==> config.mk <==
export PLATFORM = sky130hd
export DESIGN_NAME = ysyx_25040111_utype_dec_queue
export DESIGN_NICKNAME = d
export VERILOG_FILES = /design/src/rtl/ysyx_25040111_utype_dec_queue.sv
export SDC_FILE = /design/constraint.sdc
export NUM_CORES = 1
export LEC_CHECK = 0
export CORE_AREA = 2 2 110 112
export CTS_CLUSTER_DIAMETER = 120
export DETAILED_ROUTE_END_ITERATION = 12
export DIE_AREA = 0 0 112 114
export PLACE_DENSITY_LB_ADDON = 0.15
export SLEW_MARGIN = 10
export SYNTH_ARGS = -nofsm -noshare
export SYNTH_HDL_FRONTEND = slang
export SYNTH_SLANG_ARGS = --single-unit
==> constraint.sdc <==
create_clock -name clock -period 3.45 [get_ports clock]
set_input_delay 0.8625 -clock clock [delete_from_list [all_inputs] [get_ports clock]]
set_output_delay 0.8625 -clock clock [all_outputs]
set_load 0.1 [all_outputs]
==> src/rtl/ysyx_25040111_utype_dec_queue.sv <==
`default_nettype none
// ============================================================================
// Module      : ysyx_25040111_utype_dec_queue
// Description : U-type (LUI/AUIPC) decode slice for the IDU. Decodes rd, imm
//               and op class from the raw instruction, then queues each
//               decoded micro-op in a DEPTH-entry FIFO with valid/ready on the
//               IFU side and on the EXU side. Non-U-type opcodes are flagged
//               illegal but still queued.
//               Optional feature macro: YSYX_25040111_UTYPE_RESULT_EN
//               (when defined, the rd value is precomputed at push time).
// Revision    : 1.0 - initial release
// ============================================================================
module ysyx_25040111_utype_dec_queue #(
    parameter int XLEN  = 32,
    parameter int DEPTH = 2
) (
    input  logic            clock,
    input  logic            reset,
    input  logic            flush,
    input  logic            in_valid,
    output logic            in_ready,
    input  logic [31:0]     in_inst,
    input  logic [XLEN-1:0] in_pc,
    output logic            out_valid,
    input  logic            out_ready,
    output logic [4:0]      out_rd,
    output logic [XLEN-1:0] out_imm,
    output logic [XLEN-1:0] out_pc,
    output logic            out_is_lui,
    output logic            out_wen,
    output logic            out_illeg,
    output logic [XLEN-1:0] out_result
);

    localparam int PTR_W = (DEPTH > 1) ? $clog2(DEPTH) : 1;
    localparam int CNT_W = $clog2(DEPTH) + 1;

    localparam logic [6:0]       c_OP_LUI   = 7'b0110111;
    localparam logic [6:0]       c_OP_AUIPC = 7'b0010111;
    localparam logic [CNT_W-1:0] c_FULL     = CNT_W'(DEPTH);

    // Control state
    logic [CNT_W-1:0] r_count;
    logic [PTR_W-1:0] r_wptr;
    logic [PTR_W-1:0] r_rptr;

    // Payload storage (not reset)
    logic [4:0]      r_rd_mem    [DEPTH];
    logic [XLEN-1:0] r_imm_mem   [DEPTH];
    logic [XLEN-1:0] r_pc_mem    [DEPTH];
    logic            r_lui_mem   [DEPTH];
    logic            r_wen_mem   [DEPTH];
    logic            r_illeg_mem [DEPTH];

    // Decode
    logic [6:0]      w_opcode;
    logic [4:0]      w_rd;
    logic [XLEN-1:0] w_imm;
    logic            w_is_lui;
    logic            w_is_auipc;
    logic            w_illeg;
    logic            w_wen;
    logic            w_push;
    logic            w_pop;
    logic            w_valid;

    assign w_opcode   = in_inst[6:0];
    assign w_rd       = in_inst[11:7];
    assign w_is_auipc = (w_opcode == c_OP_AUIPC);
    assign w_illeg    = (w_opcode != c_OP_LUI) && !w_is_auipc;
    assign w_is_lui   = (w_opcode == c_OP_LUI);
    assign w_wen      = !w_illeg && (w_rd != 5'd0);

    // Upper immediate; bit 31 is sign-extended into the upper half for RV64
    generate
        if (XLEN > 32) begin : g_imm_wide
            assign w_imm = {{(XLEN-32){in_inst[31]}}, in_inst[31:12], 12'b0};
        end else begin : g_imm_narrow
            assign w_imm = {in_inst[31:12], 12'b0};
        end
    endgenerate

    assign in_ready  = (r_count != c_FULL);
    assign w_valid   = (r_count != '0);
    assign out_valid = w_valid;
    assign w_push    = in_valid && in_ready;
    assign w_pop     = w_valid && out_ready;

    // Control state: reset beats flush; flush drops everything incl. a same-cycle push
    always_ff @(posedge clock) begin
        if (reset || flush) begin
            r_count <= '0;
            r_wptr  <= '0;
            r_rptr  <= '0;
        end else begin
            if (w_push) begin
                r_wptr <= (r_wptr == PTR_W'(DEPTH - 1)) ? '0 : r_wptr + 1'b1;
            end
            if (w_pop) begin
                r_rptr <= (r_rptr == PTR_W'(DEPTH - 1)) ? '0 : r_rptr + 1'b1;
            end
            if (w_push && !w_pop) begin
                r_count <= r_count + 1'b1;
            end else if (w_pop && !w_push) begin
                r_count <= r_count - 1'b1;
            end
        end
    end

    // Payload write at the tail on every accepted push
    always_ff @(posedge clock) begin
        if (w_push) begin
            r_rd_mem[r_wptr]    <= w_rd;
            r_imm_mem[r_wptr]   <= w_imm;
            r_pc_mem[r_wptr]    <= in_pc;
            r_lui_mem[r_wptr]   <= w_is_lui;
            r_wen_mem[r_wptr]   <= w_wen;
            r_illeg_mem[r_wptr] <= w_illeg;
        end
    end

    // Head presentation; data ports are forced to zero while empty
    assign out_rd     = w_valid ? r_rd_mem[r_rptr]    : '0;
    assign out_imm    = w_valid ? r_imm_mem[r_rptr]   : '0;
    assign out_pc     = w_valid ? r_pc_mem[r_rptr]    : '0;
    assign out_is_lui = w_valid ? r_lui_mem[r_rptr]   : 1'b0;
    assign out_wen    = w_valid ? r_wen_mem[r_rptr]   : 1'b0;
    assign out_illeg  = w_valid ? r_illeg_mem[r_rptr] : 1'b0;

`ifdef YSYX_25040111_UTYPE_RESULT_EN
    logic [XLEN-1:0] r_res_mem [DEPTH];
    logic [XLEN-1:0] w_result;

    // rd value: imm for LUI, pc+imm for AUIPC, zero for illegal words
    always_comb begin
        w_result = '0;
        if (w_is_lui) begin
            w_result = w_imm;
        end else if (w_is_auipc) begin
            w_result = in_pc + w_imm;
        end
    end

    // Precomputed result stored alongside the rest of the payload
    always_ff @(posedge clock) begin
        if (w_push) begin
            r_res_mem[r_wptr] <= w_result;
        end
    end

    assign out_result = w_valid ? r_res_mem[r_rptr] : '0;
`else
    assign out_result = '0;
`endif

endmodule
`default_nettype wire

==> results.md, run 1 <==
Status:
- The flow ran to the end, and the final reports show no timing, DRC or antenna violations.

Detailed routing:
- For this run, design rule violations remaining after detail routing come to 0.
- The routed via count divided by cell count is 4.581.
- The post-detailed-route wirelength per cell is 14.47 um.
- For this block, the routed nets add up to 9146 um of wire.
- The pre-antenna-repair detailed-routing pass consisted of 4 iterations.
- The detailed router finished its first iteration with 123 violations.
- The vias after detailed routing is 2895.
- Once detail routing completed, the nets flagged for antenna violations numbered 0.

CTS:
- The post-CTS setup buffer count is 0.
- The CTS clock-pin slew for the worst setup and hold paths is 0.05 ns.
- In this run the number of H-tree levels came out at 4.
- The total clock buffers created by CTS is 17.
- The buffer cell driving the clock tree root is sky130_fd_sc_hd__clkbuf_16.
- For this design, the sink count on the clock tree is 125.
- The number of hold buffers added after CTS was 0.
- The latest clock arrival within the worst-skew pair is 0.40 ns.
- TritonCTS built the clock tree.
- The largest buffer count on any clock path is 2.
- Once the clock tree was built, the resizer swapped 0 gates to a different size.

Cells and area:
- The relative area change from synthesis to final layout is 34.01%.
- Once layout is complete, the utilization of the core stands at 58.47%.
- Cells with a size suffix above 1 make up 20.41% of the layout.
- After filler insertion, the fill cell instance count of the layout stands at 954.
- The layout net count is 544.
- The number of antenna cells inserted is 0.

Synthesis:
- After synthesis, the most frequently instantiated cells are sky130_fd_sc_hd__edfxtp_1, sky130_fd_sc_hd__nor2_1, sky130_fd_sc_hd__mux2i_1.
- After synthesis, the share of flip-flops with an asynchronous set or reset is 0%.
- The number of enable-type register cells in the synthesized netlist is 120.
- The share of the synthesized area in the top cell type is 70.52%.
- In this run the mean area of a mapped cell was 15.44 um2.
- The cell taking the most area after synthesis is sky130_fd_sc_hd__edfxtp_1.
- The synthesized netlist contains 22 unique library cells.
- The Yosys step of the flow raised 0 warnings.
- In this run, synthesis produced a sequential element count of 125.
- Summing every instance area after synthesis gives 5110 um2.
- After synthesis, the cell types taking the most area are sky130_fd_sc_hd__edfxtp_1, sky130_fd_sc_hd__mux2i_1, sky130_fd_sc_hd__buf_4, sky130_fd_sc_hd__nor2_1, sky130_fd_sc_hd__dfxtp_1.
- The share of the Yosys chip area taken by registers is 72.48%.
- In the synthesized netlist the dominant register cell turns out to be sky130_fd_sc_hd__edfxtp_1.
- Among all cell types in the netlist, the one instantiated most often is sky130_fd_sc_hd__edfxtp_1.
- Synthesis handed over a netlist of 331 instances.

STA:
- The final-report setup violation count is 0.
- The final critical path time including I/O delays and setup is 2.802 ns.
- The final critical path takes up 81.20% of the cycle.
- Across all hold checks on the routed design, the worst slack comes to 0.5045 ns.
- For the final database, setup skew stands at 0.009055 ns.
- In the final timing run, aggregate negative setup slack is 0 ns.
- The hold violation total from the final report was 0.
- In this run the tightest slew margin relative to its limit is 63.61%.
- The slew at the pin with the worst max-slew slack is 0.5450 ns.
- Setup repair after global routing left no endpoint under its margin.
- The top achievable clock speed is 357.0 MHz.
- The max-slew violation count was 0.

Floorplan:
- The die is 112 um wide.
- The die covers 12770 um2.
- The vertical die dimension is 114 um.
- The area of the placeable core is 11710 um2.
- After floorplanning, the core was divided into 40 placement rows.
- 175 I/O pins were placed.
- The initial standard-cell utilization of the core is 43.63%.

Setup path:
- In this design, the largest share of critical-path delay is due to flip-flops.
- The cell with the most instances on the worst path is sky130_fd_sc_hd__buf_4.
- STA classifies the critical path endpoint as a primary output.
- The count of buffering cells on the critical path with inverters included is 2.
- The type of the worst setup path is flip-flop to primary output.
- The data required time at the worst endpoint is 2.59 ns.
- The critical path's slowest cell is sky130_fd_sc_hd__dfxtp_4.
- The worst-path maximum fanout is 26.
- The critical path goes through buf_4 > mux2i_1 > nor2_1 > buf_4.
- The critical path data arrival time is 1.94 ns.
- The worst stage delay on the critical path is 0.64 ns.
- STA classifies the critical path startpoint as a flip-flop.

Placed design:
- Input and output buffers added on the ports amount to 130.
- The HPWL after detailed placement is 5919 um.
- The last weighted congestion value of the routability-driven placer is 0.7054.

Global routing:
- The wire length of the first global-routing pass is 14170 um.
- The via count of the first global-routing pass is 2789.
- Entering global routing, the biggest net connects 36 pins.
- The met3 capacity usage during global routing is 6.111%.
- The met2 track demand over resource in global routing is 24.12%.
- In the global route stage, met1 resource usage came out at 18.05%.
- The initial antenna violation count was 0.
- The global-route usage over all layers is 14.78%.
- met2 is the most crowded layer.
- The total overflow left after global routing is 0.

Pwr:
- The leakage power is 2.515 nW.
- In this run the power density over the cells is 662.2 nW/um2.
- Total power for the finished layout comes to 4.534 mW.
- The worst-case IR drop observed on VDD is 0.4188 mV.

Min path:
- The worst min-delay path class is flip-flop to flip-flop.

Run:
- The count of max-cap constraint violations is 0.
==> kinds of logic after synthesis <==
| logic type | count (synthesis) | synth area share (%) |
|---|---|---|
| adder cells (fa/ha/maj) | 1 | 0.2448 |
| AND/OR/NAND/NOR | 75 | 5.999 |
| XOR/XNOR | 3 | 0.5143 |
| flip-flops | 125 | 72.48 |
| buffers and inverters | 60 | 8.252 |
| AO/OA/AOI/OAI | 6 | 0.6855 |
| other | 1 | 0.07339 |
| multiplexers | 60 | 11.75 |
==> sequential cells by signal, indices dropped and copies added (netlist names), named ones only <==
signal / flops
r_lui_mem: 2
r_illeg_mem: 2
r_wptr: 1
r_wen_mem: 2
r_rd_mem: 10
r_rptr: 1
r_count: 2
r_pc_mem: 64
r_imm_mem: 40
==> layer usage <==
metal | vias up | routed length, um
li1 | 1390 | -
met1 | 1376 | 3912
met2 | 122 | 4415
met3 | 7 | 723
met4 | 0 | 94
met5 | - | 0
==> layout by cell type (no fill, tap or decap), drive strengths merged, types with 2 or more instances in the layout <==
master and instances:
edfxtp 120, buf 70, clkdlybuf4s50 68, nor2 66, mux2i 60, conb 44
clkbuf 19, clkinv 7, dfxtp 5, a21oi 3, xor2 3, bufinv 3
inv 3, o21ai 2
==> power by group <==
part / internal (mW) / switching [mW]
combinational: 0.214 / 0.857
clock: 1.11 / 0.577
sequential: 1.75 / 0.0241
==> metrics by stage <==
stage	std cells	area (um2)	setup WS, ns
6_report	632	6848	0.6485
5_1_grt	632	6848	0.5063
4_1_cts	632	6848	0.5874
3_3_place_gp	602	6289	0.8550
2_1_floorplan	374	5271	0.1881
3_5_place_dp	602	6289	0.8511
==> worst paths after layout <==
path               from              end  slack, ns  cells past startpoint
min              r_rptr           r_rptr       0.50                      2
max           flip-flop      out_imm[20]       0.65                      4
max reg2reg  r_count[0]  r_imm_mem[0][7]       1.60                      4
min reg2reg      r_rptr           r_rptr       0.50                      2
==> worst register-to-register path: stages (launching register included) <==
cell                       delay (ns)
sky130_fd_sc_hd__dfxtp_1         0.45
sky130_fd_sc_hd__nand2b_1        0.21
sky130_fd_sc_hd__nand3b_1        0.12
sky130_fd_sc_hd__inv_2           0.43
sky130_fd_sc_hd__buf_4           0.33
==> area by class of cell <==
| type | count | area [um2] | area share, % |
|---|---|---|---|
| flip-flops and latches | 125 | 3707 | 54.14 |
| repair buffers | 138 | 1231 | 17.98 |
| multi-input cells | 189 | 1155 | 16.86 |
| clock buffers | 19 | 432.9 | 6.322 |
| well taps | 147 | 183.9 | 2.686 |
| clock inverters | 11 | 126.4 | 1.845 |
| inverters | 3 | 11.26 | 0.1644 |
No activity file was read; power rests on OpenSTA's default activity.
==> inputs of run 2 (changes only) <==
==> constraint.sdc (replaced) <==
create_clock -name clock -period 2.9 [get_ports clock]
set_input_delay 0.725 -clock clock [delete_from_list [all_inputs] [get_ports clock]]
set_output_delay 0.725 -clock clock [all_outputs]
set_load 0.1 [all_outputs]
==> results.md, run 2 (same netlist as run 1, synthesis figures left out) <==
Placed design:
- The instance count after placement with tap cells included is 600 (-0.33%).
- The last weighted congestion value of the routability-driven placer was 0.7365 (+4.4%).
- The number of input and output port buffers inserted is 130 (unchanged).
- The cell area reported after detailed placement is 6703 um2 (+6.6%).
- The HPWL after detailed placement is 5898 um (-0.35%).

Pwr:
- The switching power came to 1.783 mW (+22%).
- The switching share of power is 31.63% (-0.53 points).
- The part of the total power dissipated in sequential elements is 37.4% (-1.8 points).
- The power per cell area is 771.6 nW/um2 (+17%).
- The internal power came to 3.854 mW (+25%).
- The maximum ir drop on the vdd rail came to 0.4553 mV (+8.7%).
- The share of total power in combinational logic is 24.8% (+1.2 points).
- The part of the total power dissipated in the clock network is 37.8% (+0.6 points).
- The leakage power is 2.620 nW (+4.2%).

CTS:
- TritonCTS built the clock tree.
- The depth of the CTS H-tree came to 4 (unchanged).
- The post-CTS setup buffer count is 0 (unchanged).
- The latest clock arrival within the worst-skew pair is 0.40 ns (about the same).
- The post-cts hold buffer count is 0 (unchanged).
- The quantity of gates resized following cts came to 0 (unchanged).
- The CTS clock-pin slew for the worst setup and hold paths was 0.05 ns (about the same).
- The total clock buffers created by CTS is 17 (unchanged).
- The tree is rooted in a sky130_fd_sc_hd__clkbuf_16.
- The largest buffer count on any clock path is 2 (unchanged).
- The number of clock sinks came to 125 (unchanged).

STA:
- The worst clock skew was 0.003356 ns (-0.005699 ns).
- The worst hold slack is 0.5087 ns (+0.004196 ns).
- The hold violation total from the final report is 0 (unchanged).
- Setup repair after global routing left no endpoint under its margin.
- For this run, the top clock speed supported by timing is 414.4 MHz.
- After layout, the minimum clock period comes to 2.413 ns.
- The final-report setup violation count is 0 (unchanged).
- The max-slew violation count is 0 (unchanged).
- The share of the clock period used by the worst path after layout is 83.20%.
- The final total negative setup slack is 0 ns (unchanged).

Min path:
- The worst hold path cell count is 2 (unchanged).
- The startpoint of the lowest-slack hold path is r_rptr.
- The path with the worst hold slack has its endpoint at r_rptr.
- The worst min-delay path class is flip-flop to flip-flop.

Setup path:
- The setup slack on the worst flop-to-flop path is 1.22 ns (-0.38 ns).
- STA classifies the critical path startpoint as a flip-flop.
- The endpoint of the most critical register-to-register path is r_count[1].
- The startpoint identified for the worst register-to-register timing path is r_count[0].
- The worst-path maximum fanout came to 40 (+54%).
- The worst reg-to-reg path cell count is 5 (+1).
- The type of the worst setup path is flip-flop to primary output.
- The worst setup path is captured at a primary output.
- The data required time at the worst endpoint is 2.17 ns (-0.42 ns).
- The critical path data arrival time came to 1.69 ns (-0.25 ns).

Status:
- The flow ran to the end, and the final reports show no timing, DRC or antenna violations.

Detailed routing:
- The post-route DRC violation count is 0 (unchanged).
- The post-detailed-route wirelength per cell came to 14.67 um (+1.4%).
- The DRC marker count from the first detailed-route iteration is 110 (-11%).
- The remaining antenna violation count is 0 (unchanged).
- The aggregate routed wire length was 9273 um (+1.4%).
- The vias after detailed routing is 2910 (+0.52%).
- The routed via count divided by cell count is 4.604 (+0.52%).
- The detailed-router iteration count before antenna repair is 6 (+2).

Cells and area:
- The flip-flop count of the largest register, all copies and words added is 64 (unchanged).
- The number of cells in the finished layout apart from fillers is 632 (unchanged).
- The share of cells above drive strength 1 is 21.03% (+0.62 points).
- The number of antenna cells inserted is 0 (unchanged).
- The layout net count is 542 (-0.37%).
- The library cell used most frequently in the layout, excluding fill and tap cells, is sky130_fd_sc_hd__edfxtp_1.
- The relative area change from synthesis to final layout is 42.97%.
- The top cell types in the final layout, fill and taps aside, are sky130_fd_sc_hd__edfxtp_1, sky130_fd_sc_hd__clkdlybuf4s50_1, sky130_fd_sc_hd__nor2_1.
- The summed area of non-filler cells in the final layout came to 7306 um2 (+6.7%).
- The largest registers in the layout are r_pc_mem: 64 flops, r_imm_mem: 40 flops, r_rd_mem: 10 flops.
- The register with the highest flop count is r_pc_mem.

Global routing:
- The pin count of the biggest net entering global routing was 61 (+69%).
- The initial antenna violation count came to 0 (unchanged).
- The via count of the first global-routing pass was 2974 (+6.6%).
- The global-route usage over all layers is 15.19% (+0.40 points).
- The wire length of the first global-routing pass came to 14530 um (+2.5%).
- The global route total overflow is 0 (unchanged).

Run:
- The count of max-cap constraint violations is 0 (unchanged).

Floorplan:
- The floorplan row count came to 40 (unchanged).
- The area of the die is 12770 um2 (unchanged).
- The width of the die is 112 um (unchanged).
- The number of top-level design ports was 175 (unchanged).
- The initial standard-cell utilization of the core is 43.63% (unchanged).
- The vertical die dimension was 114 um (unchanged).
- The area of the placeable core is 11710 um2 (unchanged).
## run 2: layout make-up
class | instances | area [um2]
fill | 914 | 4405
sequential | 125 | 3707
timing repair buffer | 136 | 1642
multi-input combinational | 189 | 1155
clock buffer | 17 | 425.4
tap | 147 | 183.9
clock inverter | 15 | 177.7
inverter | 3 | 15.01
## run 2: worst max path at each step
stage	from	to	cells after the start
after floorplan	r_count[0]	r_illeg_mem[0]	3
after global placement	in_valid	r_count[1]	5
after detailed placement	in_valid	r_count[1]	5
after CTS	flip-flop	out_imm[14]	4
after global routing	r_count[0]	out_rd[2]	4
final	r_count[0]	out_rd[2]	4
## run 2: metrics by stage
stage | util, % | power [mW] | worst slack (ns)
6_report | 62.38 | 5.637 | 0.4871
3_5_place_dp | 57.23 | 3.553 | 0.6510
5_1_grt | 62.38 | 5.831 | 0.3585
3_3_place_gp | 57.23 | 3.545 | 0.6803
4_1_cts | 62.38 | 5.699 | 0.4172
2_1_floorplan | - | 3.186 | 0.1557
## run 2: critical path: stages (launching register included)
cell and delay [ns]:
sky130_fd_sc_hd__dfxtp_1 0.45, sky130_fd_sc_hd__nor2_4 0.05, sky130_fd_sc_hd__buf_4 0.27, sky130_fd_sc_hd__nor2_1 0.29
sky130_fd_sc_hd__buf_12 0.22
## run 2: power by group through the flow
| stage | Sequential (mW) | Clock [mW] | Combinational (mW) |
|---|---|---|---|
| 5_1_grt | 2.11 | 2.27 | 1.45 |
| 3_3_place_gp | 2.14 | 0 | 1.41 |
| 6_report | 2.11 | 2.13 | 1.40 |
| 4_1_cts | 2.11 | 2.18 | 1.41 |
| 2_1_floorplan | 2.14 | 0 | 1.05 |
| 3_5_place_dp | 2.14 | 0 | 1.41 |
## run 2: metal layers
layer	vias to the layer above	GRT usage (%)	share of wire, %
met3	7	6.270	8.1
met5	-	0	0
met2	131	25.49	52
met4	0	6.829	1.0
met1	1378	17.12	39
li1	1394	-	-
==> inputs of run 3 (changes only) <==
--- a/config.mk
+++ b/config.mk
@@ -5,10 +5,10 @@
 export SDC_FILE = /design/constraint.sdc
 export NUM_CORES = 1
 export LEC_CHECK = 0
-export CORE_AREA = 2 2 110 112
+export CORE_AREA = 2 2 115 117
 export CTS_CLUSTER_DIAMETER = 120
 export DETAILED_ROUTE_END_ITERATION = 12
-export DIE_AREA = 0 0 112 114
+export DIE_AREA = 0 0 117 119
 export PLACE_DENSITY_LB_ADDON = 0.15
 export SLEW_MARGIN = 10
 export SYNTH_ARGS = -nofsm -noshare
==> constraint.sdc (replaced) <==
create_clock -name clock -period 2.2 [get_ports clock]
set_input_delay 0.55 -clock clock [delete_from_list [all_inputs] [get_ports clock]]
set_output_delay 0.55 -clock clock [all_outputs]
set_load 0.1 [all_outputs]
==> results.md, run 3 (same netlist as run 1, synthesis figures left out) <==
STA:
- The top achievable clock speed is 477.9 MHz.
- The hold violation total from the final report is 0 (unchanged).
- The worst clock skew was 0.004859 ns (+0.001502 ns).
- The worst hold slack is 0.5498 ns (+0.04114 ns).
- The share of the clock period used by the worst path after layout is 95.12%.
- The final-report setup violation count is 0 (unchanged).
- The final critical path time including I/O delays and setup is 2.093 ns.
- The final total negative setup slack is 0 ns (unchanged).
- The final setup slack of the worst path is 0.1074 ns (-0.3797 ns).
- Setup repair after global routing left no endpoint under its margin.
- The max-slew violation count is 0 (unchanged).

Global routing:
- The via count of the first global-routing pass was 3014 (+1.3%).
- The pin count of the biggest net entering global routing is 38 (-38%).
- The wire length of the first global-routing pass was 15170 um (+4.4%).
- The initial antenna violation count is 0 (unchanged).
- The global-route usage over all layers was 14.65% (-0.54 points).
- The global route total overflow is 0 (unchanged).

Pwr:
- The power per cell area is 965.9 nW/um2 (+25%).
- The switching share of power came to 31.30% (-0.34 points).
- The switching power is 2.379 mW (+33%).
- The share of total power in combinational logic is 27.0% (+2.2 points).
- The leakage power is 2.755 nW (+5.1%).
- The part of the total power dissipated in sequential elements is 36.6% (-0.8 points).
- The maximum ir drop on the vdd rail is 0.4999 mV (+9.8%).
- The internal power is 5.224 mW (+36%).
- The part of the total power dissipated in the clock network is 36.4% (-1.4 points).

CTS:
- CTS placed an instance of sky130_fd_sc_hd__clkbuf_16 at the clock tree root.
- The largest buffer count on any clock path came to 2 (unchanged).
- The CTS clock-pin slew for the worst setup and hold paths is 0.05 ns (about the same).
- The post-CTS setup buffer count is 0 (unchanged).
- The latest clock arrival within the worst-skew pair is 0.40 ns (about the same).
- The number of clock sinks is 125 (unchanged).
- The depth of the CTS H-tree is 4 (unchanged).
- The total clock buffers created by CTS was 17 (unchanged).
- TritonCTS built the clock tree.

Floorplan:
- The area of the die is 13920 um2 (+9.0%).
- The width of the die was 117 um (+4.5%).
- The floorplan row count came to 42 (+5.0%).
- The number of top-level design ports is 175 (unchanged).
- The initial standard-cell utilization of the core is 39.69% (-3.9 points).
- The vertical die dimension is 119 um (+4.4%).
- The area of the placeable core is 12870 um2 (+9.9%).

Setup path:
- The data required time at the worst endpoint is 1.65 ns (-0.52 ns).
- The launch point of the worst reg-to-reg path is r_count[0].
- The worst stage delay on the critical path is 0.40 ns (-0.05 ns).
- Walking the worst path, the cells encountered are buf_16 > mux2i_2 > nor2_1 > buf_12.
- The type of the worst setup path is flip-flop to primary output.
- The worst-path maximum fanout is 19 (-53%).
- STA classifies the critical path startpoint as a flip-flop.
- The endpoint class of the critical path is a primary output.
- The slowest stage of the critical path belongs to the cell sky130_fd_sc_hd__dfxtp_4.
- The critical path data arrival time is 1.54 ns (-0.15 ns).

Detailed routing:
- The post-detailed-route wirelength per cell was 14.59 um (-0.53%).
- The vias after detailed routing came to 2932 (+0.76%).
- The aggregate routed wire length is 9676 um (+4.3%).
- The post-route DRC violation count came to 0 (unchanged).
- The remaining antenna violation count is 0 (unchanged).
- The routed via count divided by cell count is 4.422 (-4.0%).
- The DRC marker count from the first detailed-route iteration came to 98 (-11%).
- The detailed-router iteration count before antenna repair is 4 (-2).

Cells and area:
- The flip-flop count of the largest register, all copies and words added was 64 (unchanged).
- The share of cells above drive strength 1 is 28.34% (+7.3 points).
- The layout net count was 547 (+0.92%).
- The relative area change from synthesis to final layout is 54.04%.
- The number of antenna cells inserted was 0 (unchanged).
- The library cell used most frequently in the layout, excluding fill and tap cells, is sky130_fd_sc_hd__edfxtp_1.
- Leaving out fill and tap cells, the most frequent cells in the layout are sky130_fd_sc_hd__edfxtp_1, sky130_fd_sc_hd__clkdlybuf4s50_1, sky130_fd_sc_hd__buf_12.
- The largest registers in the layout are r_pc_mem: 64 flops, r_imm_mem: 40 flops, r_rd_mem: 10 flops.
- r_pc_mem holds more flip-flops than any other register.

Min path:
- The worst hold path belongs to the class flip-flop to flip-flop.
- In this run the most critical hold path is launched from r_count[1].

Placed design:
- The last weighted congestion value of the routability-driven placer is 0.7222 (-1.9%).
- The worst setup slack before clock tree synthesis is 0.08416 ns (-0.5669 ns).
- The HPWL after detailed placement was 6521 um (+11%).
- The number of input and output port buffers inserted is 130 (unchanged).

Status:
- The run finished with clean final reports.

Run:
- The count of max-cap constraint violations is 0 (unchanged).
-- run 3: cell types whose count changed in the layout (fill, tap and decap cells not counted), sizes merged --
| cell | before | now |
|---|---|---|
| clkinv | 8 | 7 |
| clkinvlp | 4 | 1 |
| clkbuf | 17 | 19 |
| buf | 68 | 72 |
-- run 3: layout make-up --
type / count / area [um2]
Fill cell: 982 / 5004
Inverter: 3 / 15.01
Tap cell: 176 / 220.2
Sequential cell: 125 / 3710
Timing Repair Buffer: 141 / 2100
Clock buffer: 18 / 429.2
Multi-Input combinational cell: 189 / 1246
Clock inverter: 11 / 151.4
-- run 3: metrics by stage --
step	total power, mW	instances	instance area (um2)	utilization (%)
after floorplan	4.223	374	5333	-
after global placement	4.859	633	7213	56.03
after detailed placement	4.874	633	7213	56.03
after CTS	7.673	662	7843	60.91
after global routing	7.853	663	7871	61.14
final	7.603	663	7871	61.14
-- run 3: worst max-delay path, delay by kind of cell, from the launching register on --
kind	cells	cell delay (ns)
flip-flops	1	0.40
buffers and inverters	2	0.37
multiplexers	1	0.26
AND/OR/NAND/NOR	1	0.10
-- run 3: worst paths after layout --
path | end | slack [ns] | depth (start not counted)
worst max-delay path | out_pc[19] | 0.11 | 4
worst min-delay path | r_count[1] | 0.55 | 2
worst max register to register | r_count[1] | 0.58 | 5
worst min register to register | r_count[1] | 0.55 | 2
-- run 3: layer usage --
metal	share of wire, %	vias to the layer above	GRT usage, %
met5	0	-	0
met4	1.4	0	5.662
met3	8.6	11	6.310
met2	50	141	23.70
met1	40	1386	17.13
li1	-	1394	-
-- run 3: timing repair --
item | CTS | global route
cloned | 0 | 1
setup endpoints to repair | 35 | 24
resized for setup | 17 | 1
hold buffers | 0 | 0
-- run 3: power by group through the flow --
stage	Sequential, mW	Combinational (mW)	Clock [mW]
2_1_floorplan	2.82	1.40	0
3_3_place_gp	2.82	2.04	0
3_5_place_dp	2.83	2.05	0
4_1_cts	2.78	2.07	2.82
5_1_grt	2.79	2.13	2.93
6_report	2.78	2.06	2.77
